### src/rtl/cpu_player_pkg.sv
// Shared definitions for the tug-of-war computer player: FSM states,
// LFSR geometry, reset and lock values, and the LFSR step function.
package cpu_player_pkg;

    localparam int LFSR_W = 10;
    localparam int TAP_HI = 9;
    localparam int TAP_LO = 6;

    localparam logic [LFSR_W-1:0] LFSR_RESET = 10'h000;
    localparam logic [LFSR_W-1:0] LFSR_LOCK  = 10'h3FF;

    typedef enum logic [1:0] {
        IDLE,
        PRESS,
        RELEASE
    } state_t;

    // XNOR feedback keeps all-zero legal, so reset can start the sequence at 0
    function automatic logic [LFSR_W-1:0] lfsrNext(input logic [LFSR_W-1:0] cur);
        return {cur[LFSR_W-2:0], ~(cur[TAP_HI] ^ cur[TAP_LO])};
    endfunction

endpackage

### src/rtl/cpu_lfsr.sv
// Free-running 10-bit XNOR Fibonacci LFSR, reusable by other game variants.
// Starts at 0 after reset; the 10'h3FF lock state is unreachable from there.
module cpu_lfsr
    import cpu_player_pkg::*;
(
    input  logic              clk,
    input  logic              reset,
    output logic [LFSR_W-1:0] q
);

    // Advance one step every cycle; only reset holds it at the start value
    always_ff @(posedge clk) begin
        if (reset) begin
            q <= LFSR_RESET;
        end else begin
            q <= lfsrNext(q);
        end
    end

endmodule

### src/rtl/cpu_player.sv
// Computer opponent for tug-of-war: turns an LFSR-vs-difficulty compare
// into button-like press events (cpu_key level plus one-cycle cpu_press).
// Optional feature macro: CPU_STATS_EN adds the saturating press_count port.
module cpu_player #(
    parameter int LFSR_W      = 10,
    parameter int TICK_DIV    = 1,
    parameter int HOLD_CYCLES = 1,
    parameter int GAP_CYCLES  = 1
) (
    input  logic       clk,
    input  logic       reset,
    input  logic [8:0] SW,
    input  logic       freeze,
    output logic       cpu_key,
    output logic       cpu_press
`ifdef CPU_STATS_EN
    ,
    output logic [7:0] press_count
`endif
);
    import cpu_player_pkg::*;

    localparam int DIV_W   = (TICK_DIV > 1) ? $clog2(TICK_DIV) : 1;
    localparam int CNT_MAX = (HOLD_CYCLES > GAP_CYCLES) ? HOLD_CYCLES : GAP_CYCLES;
    localparam int CNT_W   = (CNT_MAX > 1) ? $clog2(CNT_MAX) : 1;

    logic [LFSR_W-1:0] lfsr_q;
    logic [DIV_W-1:0]  divCnt_q, divCnt_d;
    logic              tick;
    logic              hit;
    state_t            state_q, state_d;
    logic [CNT_W-1:0]  phaseCnt_q, phaseCnt_d;
    logic              cpuKey_q, cpuKey_d;
    logic              cpuPress_q, cpuPress_d;

    cpu_lfsr u_lfsr (
        .clk   (clk),
        .reset (reset),
        .q     (lfsr_q)
    );

    // Sample divider: tick marks the cycles on which a random draw is taken
    always_comb begin
        tick     = (divCnt_q == DIV_W'(TICK_DIV - 1));
        divCnt_d = tick ? '0 : divCnt_q + 1'b1;
        hit      = tick && (lfsr_q < {1'b0, SW});
    end

    // Press shaping FSM: hold the key, then enforce a gap; freeze overrides all
    always_comb begin
        state_d    = state_q;
        phaseCnt_d = phaseCnt_q;
        cpuKey_d   = 1'b0;
        cpuPress_d = 1'b0;
        case (state_q)
            IDLE: begin
                if (hit) begin
                    state_d    = PRESS;
                    phaseCnt_d = CNT_W'(HOLD_CYCLES - 1);
                    cpuKey_d   = 1'b1;
                    cpuPress_d = 1'b1;
                end
            end
            PRESS: begin
                if (phaseCnt_q == '0) begin
                    state_d    = RELEASE;
                    phaseCnt_d = CNT_W'(GAP_CYCLES - 1);
                end else begin
                    phaseCnt_d = phaseCnt_q - 1'b1;
                    cpuKey_d   = 1'b1;
                end
            end
            RELEASE: begin
                if (phaseCnt_q == '0) begin
                    state_d = IDLE;
                end else begin
                    phaseCnt_d = phaseCnt_q - 1'b1;
                end
            end
            default: begin
                state_d = IDLE;
            end
        endcase
        if (freeze) begin
            state_d    = IDLE;
            cpuKey_d   = 1'b0;
            cpuPress_d = 1'b0;
        end
    end

    // State, divider and registered outputs; reset drops the key immediately
    always_ff @(posedge clk) begin
        if (reset) begin
            state_q    <= IDLE;
            phaseCnt_q <= '0;
            divCnt_q   <= '0;
            cpuKey_q   <= 1'b0;
            cpuPress_q <= 1'b0;
        end else begin
            state_q    <= state_d;
            phaseCnt_q <= phaseCnt_d;
            divCnt_q   <= divCnt_d;
            cpuKey_q   <= cpuKey_d;
            cpuPress_q <= cpuPress_d;
        end
    end

    assign cpu_key   = cpuKey_q;
    assign cpu_press = cpuPress_q;

`ifdef CPU_STATS_EN
    logic [7:0] pressCount_q;

    // Count presses in step with the cpu_press pulse, saturating at 255
    always_ff @(posedge clk) begin
        if (reset) begin
            pressCount_q <= 8'd0;
        end else if (cpuPress_d && (pressCount_q != 8'hFF)) begin
            pressCount_q <= pressCount_q + 8'd1;
        end
    end

    assign press_count = pressCount_q;
`endif

endmodule

### config.mk
export PLATFORM = sky130hd
export DESIGN_NAME = cpu_player
export DESIGN_NICKNAME = d
export VERILOG_FILES = /design/src/rtl/cpu_player_pkg.sv /design/src/rtl/cpu_lfsr.sv /design/src/rtl/cpu_player.sv
export SDC_FILE = /design/constraint.sdc
export NUM_CORES = 1
export LEC_CHECK = 0
export CORE_AREA = 4 4 41 43
export CTS_BUF_LIST = sky130_fd_sc_hd__clkbuf_4 sky130_fd_sc_hd__clkbuf_8 sky130_fd_sc_hd__clkbuf_16
export DETAILED_ROUTE_END_ITERATION = 10
export DIE_AREA = 0 0 45 47
export PLACE_DENSITY = 0.81
export SLEW_MARGIN = 20
export SYNTH_ARGS = -nofsm -noshare
export SYNTH_HDL_FRONTEND = slang
export SYNTH_SLANG_ARGS = --single-unit
### constraint.sdc
create_clock -name clk -period 3.3 [get_ports clk]
set_input_delay 0.66 -clock clk [delete_from_list [all_inputs] [get_ports clk]]
set_output_delay 0.66 -clock clk [all_outputs]
set_load 0.01 [all_outputs]
==> impl_metrics.toml <==
[clock_network]
worstSkewPairLatency_ns = 0.27
cts-buffers-inserted = 3
cts_max_level = 1
clock_tree.buffer_depth = 2
cts_root_buffer = "sky130_fd_sc_hd__clkbuf_4"
cts_setup_buffers = 0
cts_hold_buffers = 0
cts.repair.resized = 0
clock_sink_count = 15
clk_pin_slew_worst_paths_ns = 0.08
cts_tree = "done"

[finish]
filler_cell_count = 117
post_route_cells_drive_above_1_share_pct = 7.79
antenna-diode-count = 0
areaGrowthSynthToFinish_pct = 28.3
final_area_um2 = 793
final_nets = 98

[worst_setup_path]
timing.critical_path.cells = "clkdlybuf4s50_1, inv_1, ha_1, a211oi_1, o22ai_1, a21oi_1"
crit_path_max_fanout = 3
r2r_slack_ns = 2.08
worst_ep_arrival_time_ns = 1.98
timing.critical_path.slowest_cell_delay_ns = 0.46
crit_required_ns = 3.50
crit_type = "in2reg"
timing.critical_path.buf_inv = 2
startpoint_type = "input port"
timing.critical_path.to_type = "flip-flop"
worst_path_dominant_cell_family = "compound AO/OA/AOI/OAI gates"
crit_slowest_cell = "sky130_fd_sc_hd__clkdlybuf4s50_1"

[power]
power_switching_mw = 0.0656
leak_nw = 0.377
sw_frac_of_total_pct = 20.0
share_comb_of_total_power_pct = 10.8
cellPowerDensity_mw_per_mm2 = 414
max-vdd-ir-drop_mv = 0.245
clock_power_share_pct = 32.0
seqPwrFrac_pct = 57.2
cell_internal_pwr_mw = 0.263

[die]
pin_count = 14
dieArea_mm2 = 0.00212
initial_core_util_pct = 47.5
die_width_um = 45
num_rows = 13
standard_cell_core_area_mm2 = 0.00130
die_h_um = 47

[placed_design]
global_placement_routability_congestion = 0.682
dpl_cell_area_um2 = 763
detailedPlacementHpwl_um = 791
placement.io_buffers = 13

[grt]
gr-usage-all-layers_pct = 11.5
grt_pass1_vias = 441
antenna_found_initial = 0
grt_max_degree = 12
residual_overflow_from_global_routing = 0
grt_first_pass_wirelength_mm = 1.70

[yosys]
yosys.area_share.simple_pct = 16.2
ys_seq_area_share_pct = 48.6
post_synth_inst_count = 61
synthDistinctLibCells = 20
synth_top_family_by_area = "simple AND/OR/NAND/NOR gates"
synthXorXnorAreaFrac_pct = 1.42
synth-compound-area-share_pct = 10.9
synth_fa_ha_area_share_pct = 16.2
syn-num-nets = 81
synth_warnings = 0
syn_area_per_cell_um2 = 10.1
syn_area_um2 = 618
synth-seq-cells = 15
mux_contribution_to_synthesized_area_pct = 0

[sta]
finalSetupViolations = 0
fin_skew_ns = 0.00315
final-hold-violation-count = 0
fmax_ghz = 0.561
rsz0062_at_grt = "false"
finalMaxSlewViolations = 0
final.setup.tns_ns = 0
timing.final.crit_share_pct = 54.0
post-route-min-period_ns = 1.78

[detailed_routing]
route.detailed.vias_per_inst = 4.62
routed_wire_length_per_instance_um = 10.3
remaining_drc_errors = 0
detail_route.first_pass.iterations = 2
initialDrtViolationCount = 3
postRouteAntennaNets = 0
route.final.wire_length_um = 945
vias = 425

[min_path]
min-delay-path-class = "reg2reg"

[flow_run]
maxCapViolCount = 0

[run_status]
status = "finished clean"
Yosys cell counts:
| cell type | instances | share of area [%] |
|---|---|---|
| sky130_fd_sc_hd__dfxtp_1 | 15 | 49 |
| sky130_fd_sc_hd__inv_1 | 9 | 5.5 |
| sky130_fd_sc_hd__nor2b_1 | 9 | 9.1 |
| sky130_fd_sc_hd__ha_1 | 8 | 16 |
| sky130_fd_sc_hd__a21oi_1 | 4 | 3.2 |
| sky130_fd_sc_hd__nor3_1 | 2 | 1.6 |
| sky130_fd_sc_hd__a211oi_1 | 1 | 1.2 |
| sky130_fd_sc_hd__a211oi_2 | 1 | 2.0 |
| sky130_fd_sc_hd__a41oi_1 | 1 | 1.4 |
| sky130_fd_sc_hd__and2_1 | 1 | 1.0 |
| sky130_fd_sc_hd__clkbuf_1 | 1 | 0.61 |
| sky130_fd_sc_hd__conb_1 | 1 | 0.61 |
| sky130_fd_sc_hd__nand2_1 | 1 | 0.61 |
| sky130_fd_sc_hd__nand2b_4 | 1 | 2.2 |
| sky130_fd_sc_hd__nor2_1 | 1 | 0.61 |
| sky130_fd_sc_hd__nor4_1 | 1 | 1.0 |
| sky130_fd_sc_hd__o211ai_1 | 1 | 1.2 |
| sky130_fd_sc_hd__o21ai_0 | 1 | 0.81 |
| sky130_fd_sc_hd__o22ai_1 | 1 | 1.0 |
| sky130_fd_sc_hd__xor2_1 | 1 | 1.4 |
cell type report:
| class | instances | area (µm²) | share of cell area, % |
|---|---|---|---|
| tap | 15 | 18.8 | 2.37 |
| clock buffer | 4 | 30.0 | 3.79 |
| timing repair buffer | 13 | 130 | 16.4 |
| inverter | 9 | 33.8 | 4.26 |
| sequential | 15 | 300 | 37.9 |
| multi-input combinational | 36 | 280 | 35.3 |
cells by family after synthesis:
family | after synthesis
other cells | 1
compound gates | 10
buf+inv | 10
flops | 15
fa+ha+maj | 8
simple gates | 16
xor+xnor | 1
power groups by stage:
stage          combinational, mW  sequential [mW]  clock, mW
2_1_floorplan             0.0173            0.192          0
3_3_place_gp              0.0352            0.192          0
3_5_place_dp              0.0358            0.192          0
4_1_cts                   0.0361            0.188      0.111
5_1_grt                   0.0402            0.189      0.123
6_report                  0.0356            0.188      0.105
state kept, by name (all words and copies together) (netlist names):
signal and flops:
u_lfsr.q 10, state_q 2, cpu_key 1, cpu_press 1, divCnt_q 1
cells in the final DEF (no fill, tap or decap):
cell,n
sky130_fd_sc_hd__dfxtp_1,15
sky130_fd_sc_hd__clkdlybuf4s50_1,13
sky130_fd_sc_hd__inv_1,9
sky130_fd_sc_hd__nor2b_1,9
sky130_fd_sc_hd__ha_1,8
sky130_fd_sc_hd__a21oi_1,4
sky130_fd_sc_hd__clkbuf_4,4
sky130_fd_sc_hd__nor3_1,2
sky130_fd_sc_hd__nand2_1,1
sky130_fd_sc_hd__nand2b_4,1
sky130_fd_sc_hd__a211oi_2,1
sky130_fd_sc_hd__a41oi_1,1
sky130_fd_sc_hd__a211oi_1,1
sky130_fd_sc_hd__o21ai_0,1
sky130_fd_sc_hd__o22ai_1,1
sky130_fd_sc_hd__nor4_1,1
sky130_fd_sc_hd__o211ai_1,1
sky130_fd_sc_hd__xor2_1,1
sky130_fd_sc_hd__nor2_1,1
sky130_fd_sc_hd__and2_1,1
sky130_fd_sc_hd__conb_1,1
routing by layer:
layer	up-vias	track usage (%)	routed length, µm
met5	-	0	0
met4	0	7.02	13
met3	2	3.45	45
met2	7	18.6	448
met1	186	13.3	438
li1	230	-	-
stage by stage:
stage | util, % | hold slack (ns) | power [mW] | cells | setup WS (ns)
6_report | 61.0 | 0.467 | 0.329 | 92 | 1.52
3_5_place_dp | 58.7 | 0.458 | 0.228 | 88 | 1.21
4_1_cts | 61.0 | 0.474 | 0.336 | 92 | 1.50
3_3_place_gp | 58.7 | 0.449 | 0.227 | 88 | 1.27
5_1_grt | 61.0 | 0.494 | 0.352 | 92 | 1.41
2_1_floorplan | - | 0.430 | 0.209 | 61 | 1.80
path summary, 6_finish.rpt:
check	from	to	cells past startpoint
max	SW[3]	cpu_press	6
min	state_q[0]	state_q[1]	1
max reg2reg	u_lfsr.q[3]	cpu_press	4
min reg2reg	state_q[0]	state_q[1]	1
(Power assumes the default switching activity.)
==> variant: new RTL, same flow settings <==
The 3 states of `state_t` get a one-hot encoding in 3 bits.
--- a/src/rtl/cpu_player_pkg.sv
+++ b/src/rtl/cpu_player_pkg.sv
@@ -11,6 +11,6 @@
 
-    typedef enum logic [1:0] {
-        IDLE,
-        PRESS,
-        RELEASE
+    typedef enum logic [2:0] {
+        IDLE    = 3'b001,
+        PRESS   = 3'b010,
+        RELEASE = 3'b100
     } state_t;
Function: same outputs for any inputs over 10 cycles, from zero or initial values and one cycle with reset high; not proved beyond that.
==> variant against the original RTL <==
- synthesized area increased by 4.7%
- worst hold slack improved by 3.1 ps
- total power rose by 11%
- cell count rose by 4.3%
- routed wire length rose by 7.8%
- cell area increased by 4.4%
- synthesized cell count is 6.6% higher
- worst setup slack lost 240 ps
- sequential cell count up 1
- highest routed layer unchanged
==> variant: results (changes against the original RTL) <==
metric	value	unit	change
status	finished, final reports clean		
reg2reg_slack	1840	ps	-240 ps
postPlaceCellArea	792	um^2	+3.8%
antenna_found_initial	0		unchanged
wl_per_cell	10.6	um	+3.3%
critical_path_arrival	2200	ps	+220 ps
hp-start	u_lfsr.q[2]$_SDFF_PP0_		
grtUsageMet2	18.6	%	unchanged
clk_latency	280	ps	
drt_iter0_drc	19		+16
dpl.hpwl	829	um	+4.9%
met2_length	451	um	+0.67%
nets	102		+4.1%
syn_nets	85		+4.9%
gr-usage-met3	3.45	%	unchanged
hp-class	flop to flop		
drive_above_1_share	7.41	%	-0.38 points
clock_skew	3.88	ps	+0.727 ps
placed_cells	92		+4.5%
grt_pass1_vias	437		-0.91%
regToRegStartpoint	u_lfsr.q[6]$_SDFF_PP0_		
p_leak	0.405	nW	+7.4%
wl_met3	58	um	+29%
regArea	320	um^2	+6.7%
vdd_ir_drop_max	0.000299	V	+22%
crit_start	SW[7]		
place_congestion	0.711		+4.2%
crit_family	compound AO/OA/AOI/OAI gates		
nFillCells	130		+11%
wl_met1	491	um	+12%
slowest_delay	460	ps	about the same
switching_share	20.7	%	+0.72 points
grtUsageMet1	13.7	%	+0.47 points
top_layer_used	met4		
vias	468		+10%
hold_end	u_lfsr.q[3]$_SDFF_PP0_		
synth.distinct_cells	21		+5.0%
port_buffers	13		unchanged
period_minus_slack	2020	ps	+235 ps
vias_per_cell	4.88		+5.5%
grt_use_total	11.4	%	-0.080 points
ys_seq_area_share	49.5	%	+0.93 points
ys_top_cells_by_count	16 x dfxtp_1, 9 x inv_1, 9 x nor2b_1		
cp_max_fo	3		unchanged
r2r_cells	6		+2
post-place-ws	993	ps	-221 ps
numCtsBuffers	3		unchanged
reg_top3	u_lfsr.q x10, state_q x3		
avgSynthCellArea	9.95	um^2	-1.8%
ctsHtreeMaxLevel	1		unchanged
grt_pass1_wl	1.70	mm	-0.41%
min_path_cells	1		unchanged
drtPass1Iterations	4		+2
clk_pin_slew	90	ps	
cts-root-buf	clkbuf_4		
synth_area_leaders	dfxtp_1 50%, ha_1 15%, nor2b_1 8.7%		
yosys_warnings	0		unchanged
endpoint	state_q[0]$_SDFFE_PP1P_		
whs	470	ps	+3.08 ps
-- variant: power groups by stage --
stage / clock network (mW) / registers (mW) / logic, mW
floorplan: 0 / 0.207 / 0.0171
global placement: 0 / 0.207 / 0.0370
detailed placement: 0 / 0.207 / 0.0375
CTS: 0.129 / 0.202 / 0.0379
global route: 0.138 / 0.203 / 0.0418
finish: 0.125 / 0.202 / 0.0372
-- variant: logic make-up (layout without fill, tap and decap cells) --
family | after synthesis | after routing | share of synthesized area, %
xor+xnor | 1 | 1 | 1.35
fa+ha+maj | 8 | 8 | 15.5
flops | 16 | 16 | 49.5
other cells | 1 | 1 | 0.580
simple gates | 19 | 19 | 17.0
buf+inv | 10 | 26 | 5.80
compound gates | 10 | 10 | 10.3
-- variant: final cells by class --
class	instances	area share, %
timing repair buffer	13	15.7
clock buffer	4	4.38
sequential	16	38.7
multi-input combinational	39	34.9
inverter	9	4.08
tap	15	2.27
